`src/rtl/trace_filter_ctrl.sv`:
```
// Control block for trace_filter: arms/disarms monitoring, applies send-after-event
// mask updates at instruction boundaries, gates the trace stream and counts traffic.
module trace_filter_ctrl #(
    parameter int              COUNTER_WIDTH  = 64,
    parameter int              ARM_DELAY      = 4,
    parameter int              UPDATE_TIMEOUT = 16,
    parameter logic [4:0]      RESET_MASK     = 5'b10000
) (
    input  logic                     clk,
    input  logic                     rst,
    input  logic                     arm,
    input  logic                     disarm,
    input  logic                     clear_counters,
    input  logic                     cfg_wr_en,
    input  logic [4:0]               cfg_wr_mask,
    output logic                     cfg_wr_ready,
    input  logic                     pc_valid,
    input  logic                     drop_instr,
    output logic [4:0]               filter_mask,
    output logic                     monitor_en,
    output logic                     trace_valid,
    output logic [1:0]               ctrl_state,
    output logic [COUNTER_WIDTH-1:0] forwarded_count,
    output logic [COUNTER_WIDTH-1:0] dropped_count,
    output logic [COUNTER_WIDTH-1:0] update_count
);

    typedef enum logic [1:0] {
        DISABLED = 2'd0,
        ARMING   = 2'd1,
        ACTIVE   = 2'd2,
        DRAINING = 2'd3
    } state_t;

    localparam int ARM_W = (ARM_DELAY > 1) ? $clog2(ARM_DELAY) : 1;
    localparam int TO_W  = $clog2(UPDATE_TIMEOUT + 1);
    localparam logic [ARM_W-1:0] ARM_LOAD = ARM_W'(ARM_DELAY - 1);
    localparam logic [TO_W-1:0]  TO_LAST  = TO_W'(UPDATE_TIMEOUT - 1);

    state_t             state;
    logic [ARM_W-1:0]   arm_timer;
    logic [TO_W-1:0]    timeout_timer;
    logic               pending;
    logic [4:0]         shadow_mask;
    logic               apply_now;

    assign monitor_en   = (state == ACTIVE) || (state == DRAINING);
    assign ctrl_state   = state;
    assign cfg_wr_ready = ~pending;

    // Outside monitoring any pending mask applies at once; while monitoring it waits for
    // an idle trace cycle, or is forced once it has waited UPDATE_TIMEOUT edges.
    always_comb begin
        apply_now = 1'b0;
        if (pending) begin
            apply_now = ~monitor_en | ~pc_valid | (timeout_timer == TO_LAST);
        end
    end

    always_ff @(posedge clk or posedge rst) begin
        if (rst) begin
            state     <= DISABLED;
            arm_timer <= '0;
        end else begin
            case (state)
                DISABLED: begin
                    if (arm && !disarm) begin
                        state     <= ARMING;
                        arm_timer <= ARM_LOAD;
                    end
                end
                ARMING: begin
                    if (disarm) begin
                        state     <= DISABLED;
                        arm_timer <= '0;
                    end else if (arm_timer == '0) begin
                        state <= ACTIVE;
                    end else begin
                        arm_timer <= arm_timer - 1'b1;
                    end
                end
                ACTIVE: begin
                    if (disarm) begin
                        state <= pc_valid ? DRAINING : DISABLED;
                    end
                end
                DRAINING: begin
                    if (!pc_valid) begin
                        state <= DISABLED;
                    end
                end
                default: state <= DISABLED;
            endcase
        end
    end

    always_ff @(posedge clk or posedge rst) begin
        if (rst) begin
            filter_mask   <= RESET_MASK;
            shadow_mask   <= RESET_MASK;
            pending       <= 1'b0;
            timeout_timer <= '0;
        end else if (apply_now) begin
            filter_mask   <= shadow_mask;
            pending       <= 1'b0;
            timeout_timer <= '0;
        end else if (pending) begin
            timeout_timer <= timeout_timer + 1'b1;
        end else if (cfg_wr_en) begin
            shadow_mask <= cfg_wr_mask;
            pending     <= 1'b1;
        end
    end

    // Counters saturate at all-ones; a clear beats any coincident increment.
    always_ff @(posedge clk or posedge rst) begin
        if (rst) begin
            trace_valid     <= 1'b0;
            forwarded_count <= '0;
            dropped_count   <= '0;
            update_count    <= '0;
        end else begin
            trace_valid <= monitor_en & pc_valid & ~drop_instr;
            if (clear_counters) begin
                forwarded_count <= '0;
                dropped_count   <= '0;
                update_count    <= '0;
            end else begin
                if (monitor_en && pc_valid && !drop_instr && (forwarded_count != '1)) begin
                    forwarded_count <= forwarded_count + 1'b1;
                end
                if (monitor_en && pc_valid && drop_instr && (dropped_count != '1)) begin
                    dropped_count <= dropped_count + 1'b1;
                end
                if (apply_now && (update_count != '1)) begin
                    update_count <= update_count + 1'b1;
                end
            end
        end
    end

endmodule

```
`config.mk`:
```
export PLATFORM = sky130hd
export DESIGN_NAME = trace_filter_ctrl
export DESIGN_NICKNAME = d
export VERILOG_FILES = /design/src/rtl/trace_filter_ctrl.sv
export SDC_FILE = /design/constraint.sdc
export NUM_CORES = 1
export LEC_CHECK = 0
export CAP_MARGIN = 10
export CORE_AREA = 2 2 154 156
export CTS_CLUSTER_SIZE = 24
export DETAILED_ROUTE_END_ITERATION = 10
export DIE_AREA = 0 0 156 158
export PLACE_DENSITY = 0.8
export SLEW_MARGIN = 20
export SYNTH_ARGS = -nofsm -noshare
export SYNTH_HDL_FRONTEND = slang
export SYNTH_SLANG_ARGS = --single-unit
```
`constraint.sdc`:
```
create_clock -name clk -period 7.2 [get_ports clk]
set_clock_uncertainty 0.15 [all_clocks]
set_input_delay 0.72 -clock clk [delete_from_list [all_inputs] [get_ports clk]]
set_output_delay 0.72 -clock clk [all_outputs]
set_load 0.01 [all_outputs]
```
==> results by stage, run 1 <==
Setup path:
- On the critical path, the stage with the largest delay is an instance of sky130_fd_sc_hd__clkdlybuf4s50_1.
- The critical path goes through clkdlybuf4s50_1, nand3b_1, or4_1, nor3_1, nand3_1, or4_1, a21oi_1.
- The cell occurring most often along the worst timing path is sky130_fd_sc_hd__or4_1.
- The endpoint required time on the critical path is 7.48 ns.
- Data arrives at the worst endpoint at 3.82 ns.
- In this design, the stage delay of the slowest critical-path cell is 0.61 ns.
- The worst setup path is launched from a primary input.
- STA classifies the critical path endpoint as a flip-flop.
- Of all nets on the critical path, the largest fanout is 15.
- The critical path is of the in -> reg type.

Layout:
- Cells with a size suffix above 1 make up 6.137% of the layout.
- The post-synthesis to final-layout area growth is 25.34%.
- After the last flow step, the layout net total stands at 1553.
- The total non-filler cell area in the finished layout is 0.01524 mm2.
- The antenna diode count is 0.
- The filler cells instantiated in the layout total 1825.
- In the final layout, the multi-input gates occupy 0.006389 mm2.
- The register area is 0.005333 mm2.
- Measured on the finished design, the core utilization comes to 66.10%.

Routing:
- The via total after detailed routing is 11839.
- The detail-routed net length per standard cell is 19.08 um.
- The number of detailed-route iterations in the first pass is 7.
- The detailed router's first-iteration violation count is 1170.
- The detail route stage leaves a number of antenna-violating nets equal to 0.
- Wires add up to 35.07 mm.
- The number of vias per cell is 6.441.
- The DRC violation count after routing is 0.

Power and ir drop:
- Dividing total power by cell area gives a power density of 182.6 mW/mm2.
- Sequential cells burn 45.5% of the power.
- Summed over all nets, the switching power comes to 0.6529 mW.
- The clock share of power is 46.8%.
- In this run the static leakage power is 5.501 nW.
- The peak supply drop is 0.0001777 V.
- The internal portion of total power is 2.129 mW.
- The switching power share of the total is 23.47%.
- The combinational group share of total power is 7.8%.

Logic synthesis:
- The summed instance area of the synthesized netlist is 0.01216 mm2.
- In this run, distinct cell masters in the synthesized netlist total 67.
- The commonest register cell after synthesis is sky130_fd_sc_hd__dfrtp_1.
- For this run, the number of Yosys warnings is 0.
- After synthesis, the mean cell area works out to 8.900 um2.
- The register bit count reported by yosys is 213.
- The number of enable flip-flop cells after synthesis is 0.
- The sequential cell area fraction in the yosys report is 43.86%.
- The number of instances in the synthesized netlist is 1366.
- The net count of the mapped netlist is 1385.
- In the synthesized netlist the async set-or-reset flop fraction comes to 100.0%.

Placement:
- Routability-driven placement finished with a final weighted congestion of 0.9246.
- Summing all placed instances gives a cell area of 0.01440 mm2.
- In this run the tool buffered the top-level ports with 214 buffer cells.
- The setup slack after placement is 3.149 ns.
- The sum of net half-perimeters after detailed placement is 23.74 mm.

STA:
- Setup violations remaining at the end of the flow were counted as 0.
- After routing, the total negative slack on setup checks comes to 0 ns.
- Once routing completed, OpenROAD measured the worst setup slack at 3.665 ns.
- The peak clock frequency supported by timing is 282.9 MHz.
- The worst pin sits at a relative slew slack of 31.14%.
- The number of max-slew violations in the final report came to 0.
- The worst hold slack after final layout is 0.3093 ns.
- After layout, the minimum clock period comes to 3.535 ns.
- After layout, the worst path uses 49.09% of the clock period.
- Setup repair after global routing left no endpoint under its margin.
- The transition time of the tightest slew-check pin is 1.025 ns.
- The count of endpoints failing hold in the final timing report is 0.

Die:
- Once the floorplan was initialized, standard cells occupied 52.74% of the core.
- The die covers 0.02465 mm2.
- The count of pins on the block boundary is 215.
- The floorplan core area is 0.02305 mm2.
- The x dimension of the die is 156 um.
- The floorplan has 56 rows.
- The floorplan step set the die height to 158 um.

Clocking:
- The clock buffer count from CTS is 24.
- The clock-pin slew reported for the worst setup and hold paths after clock tree synthesis is 0.06 ns.
- Counting every sink on the clock net gives 213.
- The deepest clock path buffer count is 3.
- The clock insertion delay at the later pin of the skew report is 0.51 ns.
- The TritonCTS clock tree is done.
- CTS built an H-tree with a depth of 1.
- The hold buffer count at cts is 0.
- Once the clock tree was built, the resizer swapped 0 gates to a different size.
- Once the clock tree was built, the setup fixing pass inserted 0 buffers.
- The tree is rooted in a sky130_fd_sc_hd__clkbuf_16.

GRT:
- The total global-route track usage is 28.25%.
- The first global-routing pass estimated 57.47 mm of wire.
- The global-route congestion overflow total is 0.
- The number of global-route vias before repair came to 11202.
- The largest net degree at the start of global routing is 144.
- The number of antenna violations at the first check in global routing came to 0.

Outcome:
- The run finished with clean final reports.

Min path:
- The class of the worst hold path is reg -> reg.

Job:
- The reported max-cap violation count is 0.
==> path summary, 6_finish.rpt <==
| check | startpoint | endpoint | slack (ns) | cells past startpoint |
|---|---|---|---|---|
| min in group asynchronous | rst | dropped_count[7] | 0.60 | 2 |
| max in group asynchronous | rst | dropped_count[49] | 4.92 | 3 |
| worst max-delay path | pc_valid | forwarded_count[54] | 3.67 | 7 |
| worst min register to register | shadow_mask[4] | filter_mask[4] | 0.31 | 2 |
| worst max register to register | forwarded_count[0] | forwarded_count[54] | 3.71 | 7 |
| worst min-delay path | shadow_mask[4] | filter_mask[4] | 0.31 | 2 |
==> metal layers <==
metal  part of all wire [%]  vias up  global-route usage, %
met5                      0        -                      0
met4                    2.7        0                  9.043
met3                    7.8       70                  3.750
met2                     46      527                  45.07
met1                     43     5798                  40.20
li1                       -     5444                      -
==> through the flow <==
step / power [mW] / std cells
2_1_floorplan: 1.414 / 1366
3_3_place_gp: 1.495 / 1798
3_5_place_dp: 1.503 / 1798
4_1_cts: 2.803 / 1838
5_1_grt: 2.887 / 1838
6_report: 2.782 / 1838
==> registers in the layout, summed over array words and instances, names as in the netlist <==
name,count
shadow_mask,5
ctrl_state,2
update_count,64
arm_timer,2
dropped_count,64
forwarded_count,64
pending,1
filter_mask,5
timeout_timer,5
trace_valid,1
==> cell usage in the layout (no fill, tap or decap), drive strengths merged, types with 5 or more instances in the layout <==
master and n:
xor2 17, xnor2 55, or3 52, nor3 40, inv 29, nand4 72
nand3b 8, o41ai 5, nand2b 6, or2 7, a211oi 17, and3 35
and2 9, nand3 84, nor4 31, clkdlybuf4s50 213, and4 27, nor4b 5
a21oi 107, dfrtp 211, o31ai 44, nand2 107, nor2 127, clkbuf 34
ha 6, mux2 23, a2111oi 13, buf 8, o21ai 53, or4 50
nor2b 12
==> synthesized netlist by cell type, drive strengths merged, types with 2 or more instances <==
cell / count / area [um2]
a31o: 4 / 35.03
nand4: 72 / 462.9
nor3: 40 / 205.2
nand3b: 8 / 60.06
nand2: 107 / 401.6
a211oi: 17 / 127.6
o21ai: 53 / 269.0
and3: 35 / 219.0
or2: 7 / 43.79
o21ba: 2 / 20.02
ha: 6 / 75.07
xnor2: 55 / 481.7
nand2b: 6 / 37.54
mux2: 23 / 259.0
dfstp: 2 / 52.55
or4: 50 / 379.1
clkbuf: 60 / 225.2
a2111oi: 13 / 157.7
a21o: 3 / 22.52
dfrtp: 211 / 5280
nor3b: 3 / 22.52
buf: 19 / 106.4
xor2: 17 / 148.9
nand3: 84 / 420.4
o311ai: 2 / 17.52
inv: 30 / 112.6
nor4b: 5 / 50.04
nor2b: 12 / 75.07
nor4: 31 / 227.7
mux2i: 2 / 20.02
o41ai: 5 / 43.79
nor2: 127 / 476.7
and4: 27 / 236.5
a21oi: 107 / 535.5
or3b: 3 / 26.28
o31ai: 44 / 330.3
and2: 9 / 56.30
or3: 52 / 325.3
==> kinds of logic after synthesis <==
family                     Yosys count  share of synthesized area (%)
adders and majority gates            6                         0.6175
DFF                                213                          43.86
buffers and inverters              109                          3.653
and+or+nand+nor                    680                          30.79
AOI/OAI and AO/OA                  261                          13.59
xor gates and xnor gates            72                          5.187
muxes                               25                          2.295
==> power by group through the flow <==
stage	logic [mW]	registers [mW]	clock network, mW
3_3_place_gp	0.211	1.28	0
6_report	0.216	1.27	1.30
3_5_place_dp	0.218	1.28	0
4_1_cts	0.219	1.27	1.32
5_1_grt	0.241	1.27	1.38
2_1_floorplan	0.131	1.28	0
==> layout make-up <==
cell class              instances  share of cell area, %
inverters                      30                 0.8211
clock buffers                  34                  4.590
flip-flops and latches        213                  34.99
well taps                     290                  2.381
clock inverters                 6                 0.8786
multi-input cells            1044                  41.92
repair buffers                221                  14.41
==> critical path, delay by kind of cell <==
family	cells	cell delay, ns
AND/OR/NAND/NOR	5	2.33
buffers and inverters	1	0.61
AO/OA/AOI/OAI	1	0.15
No activity file was read; power rests on OpenSTA's default activity.
==> run 2: changes to the inputs <==
==> constraint.sdc (replaced) <==
create_clock -name clk -period 3.57 [get_ports clk]
set_clock_uncertainty 0.15 [all_clocks]
set_input_delay 0.357 -clock clk [delete_from_list [all_inputs] [get_ports clk]]
set_output_delay 0.357 -clock clk [all_outputs]
set_load 0.01 [all_outputs]
==> run 2 against run 1 <==
Combinational power grew 130%. Register-to-register slack lost 3.3 ns. Design area grew 1.7%. Global-route usage grew 0.37 points. Non-clock buffer count grew 28. Final cell count grew 1.7%. Wire length grew 1.6%. Hold slack lost 0.17 ns. Sequential power grew 100%. Sequential cell count is the same. Setup slack lost 3.2 ns. Critical path depth grew 3.
==> results by stage, run 2 (synthesized netlist as in run 1, its figures left out) <==
Outcome:
- The run finished with clean final reports.

Setup path:
- On the worst path, the slowest cell contributes a delay of 0.60 ns.
- The endpoint of the worst register-to-register path is update_count[13].
- The kind of end point of the critical path is a flip-flop.
- The data arrival at the endpoint of the critical path is 3.34 ns.
- The critical path is of the reg -> reg type.
- The largest individual stage delay along the critical path comes from the cell sky130_fd_sc_hd__a2111oi_0.
- The reg-to-reg critical path startpoint is timeout_timer[0].
- The launching element type of the critical path is a flip-flop.
- Of all nets on the critical path, the largest fanout is 6.
- The worst register-to-register path has a setup slack of 0.46 ns.
- For the worst setup path, the data required time is 3.80 ns.
- The critical path goes through ha_1, and3_1, ha_1, and3b_1, nor2_1, buf_4, nand2_1, a2111oi_0, xnor2_1, nor2_1.
- The length in cells of the worst reg-to-reg path is 10.

GRT:
- The largest net degree at the start of global routing is 74.
- The first-pass GRT wire length is 57.90 mm.
- The number of global-route vias before repair came to 11254.
- The total global-route track usage is 28.63%.
- The number of antenna violations at the first check in global routing is 0.
- The global-route congestion overflow total is 0.

Power and ir drop:
- The analysis attributes to cell leakage a power of 5.648 nW.
- Power comes to 5.506 mW.
- The power per unit of standard cell area is 355.2 mW/mm2.
- VDD sags by at most 0.0003360 V.

Placement:
- After detailed placement, the design holds a cell count of 1826.
- Port buffering added 214 buffers.
- The weighted congestion reported at the end of routability-driven placement is 0.9262.
- Detailed placement ended at an HPWL of 24.84 mm.
- The setup slack after placement is 0.3597 ns.

Layout:
- Leaving out fill and tap cells, the most frequent cell in the layout is sky130_fd_sc_hd__clkdlybuf4s50_1.
- At the end of the flow the core is filled with cells to 67.23%.
- The post-synthesis to final-layout area growth is 27.48%.
- The number of nets in the final layout is 1581.
- The antenna diode count is 0.
- The finished layout holds 1870 standard cells, fillers aside.
- The layout cell share with drive strength beyond 1 is 7.911%.
- The fill cell instance count of the final layout is 1873.
- In the final layout, the registers with the most flip-flops are dropped_count: 64 flops, forwarded_count: 64 flops, update_count: 64 flops.
- In the layout the commonest cells are 213 x sky130_fd_sc_hd__clkdlybuf4s50_1, 211 x sky130_fd_sc_hd__dfrtp_1, 127 x sky130_fd_sc_hd__nor2_1.

Clocking:
- Buffers inserted during clock tree synthesis total 24.
- The tree is rooted in a sky130_fd_sc_hd__clkbuf_16.
- The H-tree depth is 1.
- The count of cells resized by post-cts repair is 0.
- The hold buffer count at cts is 0.
- The deepest clock path buffer count is 3.
- For this design, the sink count on the clock tree is 213.
- The clock-pin slew reported for the worst setup and hold paths after clock tree synthesis is 0.06 ns.
- The clock insertion delay at the later pin of the skew report is 0.53 ns.
- TritonCTS built the clock tree.
- The buffers inserted during post-CTS setup optimization is 0.

Min path:
- The origin of the worst min-delay path is clear_counters.
- The count of cells along the worst hold path is 2.
- The class of the worst hold path is in -> reg.
- The path with the worst hold slack has its endpoint at update_count[57].

STA:
- The peak clock frequency supported by timing is 321.5 MHz.
- The final critical delay including setup and external delays is 3.111 ns.
- After layout, the worst path uses 87.14% of the clock period.
- The count of endpoints failing hold in the final timing report is 0.
- For the pin with the worst max-slew slack, the measured transition is 0.9916 ns.
- The worst pin sits at a relative slew slack of 33.75%.
- The number of max-slew violations in the final report is 0.
- For the final routed database, the setup TNS stands at 0 ns.
- The worst path setup slack after routing is 0.4591 ns.
- Setup violations remaining at the end of the flow were counted as 0.
- Setup repair after global routing left no endpoint under its margin.

Routing:
- Dividing the detail-routed wire length by the instance count gives 19.06 um.
- For this run, design rule violations remaining after detail routing come to 0.
- In the routed layout, each cell is associated on average with a via count of 6.343.
- The overall routed net length is 35.64 mm.
- The via total after detailed routing is 11861.
- The first TritonRoute pass finished after 5 iterations.
- The detailed router's first-iteration violation count is 1036.
- Once detail routing completed, the nets flagged for antenna violations numbered 0.

Die:
- The count of pins on the block boundary is 215.
- The floorplan core area is 0.02305 mm2.
- For this configuration, the core starts out at a cell density of 52.74%.
- The row count is 56.
- The die area is 0.02465 mm2.
- The die is 156 um wide.
- The vertical die dimension is 158 um.

Job:
- Max-cap violations in this run came to 0.
==> run 2: changes by cell type in the layout (fill, tap and decap cells not counted) <==
cell                         delta
sky130_fd_sc_hd__buf_4         +20
sky130_fd_sc_hd__buf_12         +8
sky130_fd_sc_hd__bufinv_16      -3
sky130_fd_sc_hd__clkbuf_8       +3
sky130_fd_sc_hd__clkbuf_1       +2
sky130_fd_sc_hd__clkinv_2       +2
sky130_fd_sc_hd__clkinvlp_4     +2
sky130_fd_sc_hd__clkbuf_16      -1
sky130_fd_sc_hd__clkinv_4       -1
==> run 2: layout make-up <==
| class | count | area [um2] | share of cell area, % |
|---|---|---|---|
| multi-input combinational | 1044 | 6389 | 41.22 |
| sequential | 213 | 5333 | 34.41 |
| timing repair buffer | 249 | 2506 | 16.17 |
| clock buffer | 38 | 723.2 | 4.666 |
| tap | 290 | 362.8 | 2.341 |
| inverter | 30 | 116.4 | 0.7508 |
| clock inverter | 6 | 68.82 | 0.4440 |
==> run 2: metrics by stage <==
step	hold WS [ns]	cell area, um2
final	0.1423	15500
after global routing	0.1575	15500
after CTS	0.1268	15500
after detailed placement	0.3036	14710
after global placement	0.2883	14710
after floorplan	0.2829	12160
==> run 2: worst max-delay path by stage <==
stage                     endpoint  slack, ns              from  cells after the start
2_1_floorplan         arm_timer[0]       0.29               rst                      1
3_3_place_gp   forwarded_count[54]       0.36        drop_instr                      8
3_5_place_dp   forwarded_count[54]       0.36        drop_instr                      8
4_1_cts           update_count[13]       0.48  timeout_timer[0]                     10
5_1_grt           update_count[13]       0.30  timeout_timer[0]                     10
6_report          update_count[13]       0.46  timeout_timer[0]                     10
==> run 2: worst max-delay path: cells and delay by family, from the launching register on <==
family,cells,cell delay [ns]
AOI/OAI and AO/OA,1,0.60
buffers and inverters,1,0.24
adders and majority gates,2,0.34
xor gates and xnor gates,1,0.19
and+or+nand+nor,5,1.06
DFF,1,0.38
==> run 2: routing by layer <==
metal | share of wire (%) | global-route usage (%) | routed length, um | vias to the layer above
met5 | 0 | 0 | 0 | -
met4 | 2.1 | 7.733 | 759 | 0
met3 | 7.9 | 5.037 | 2804 | 62
met2 | 47 | 46.19 | 16720 | 542
met1 | 43 | 40.09 | 15360 | 5775
li1 | - | - | - | 5482
==> run 2: where the power goes <==
group | switching, mW | internal [mW]
Combinational | 0.288 | 0.201
Sequential | 0.0607 | 2.48
Clock | 1.01 | 1.46
Total | 1.36 | 4.15
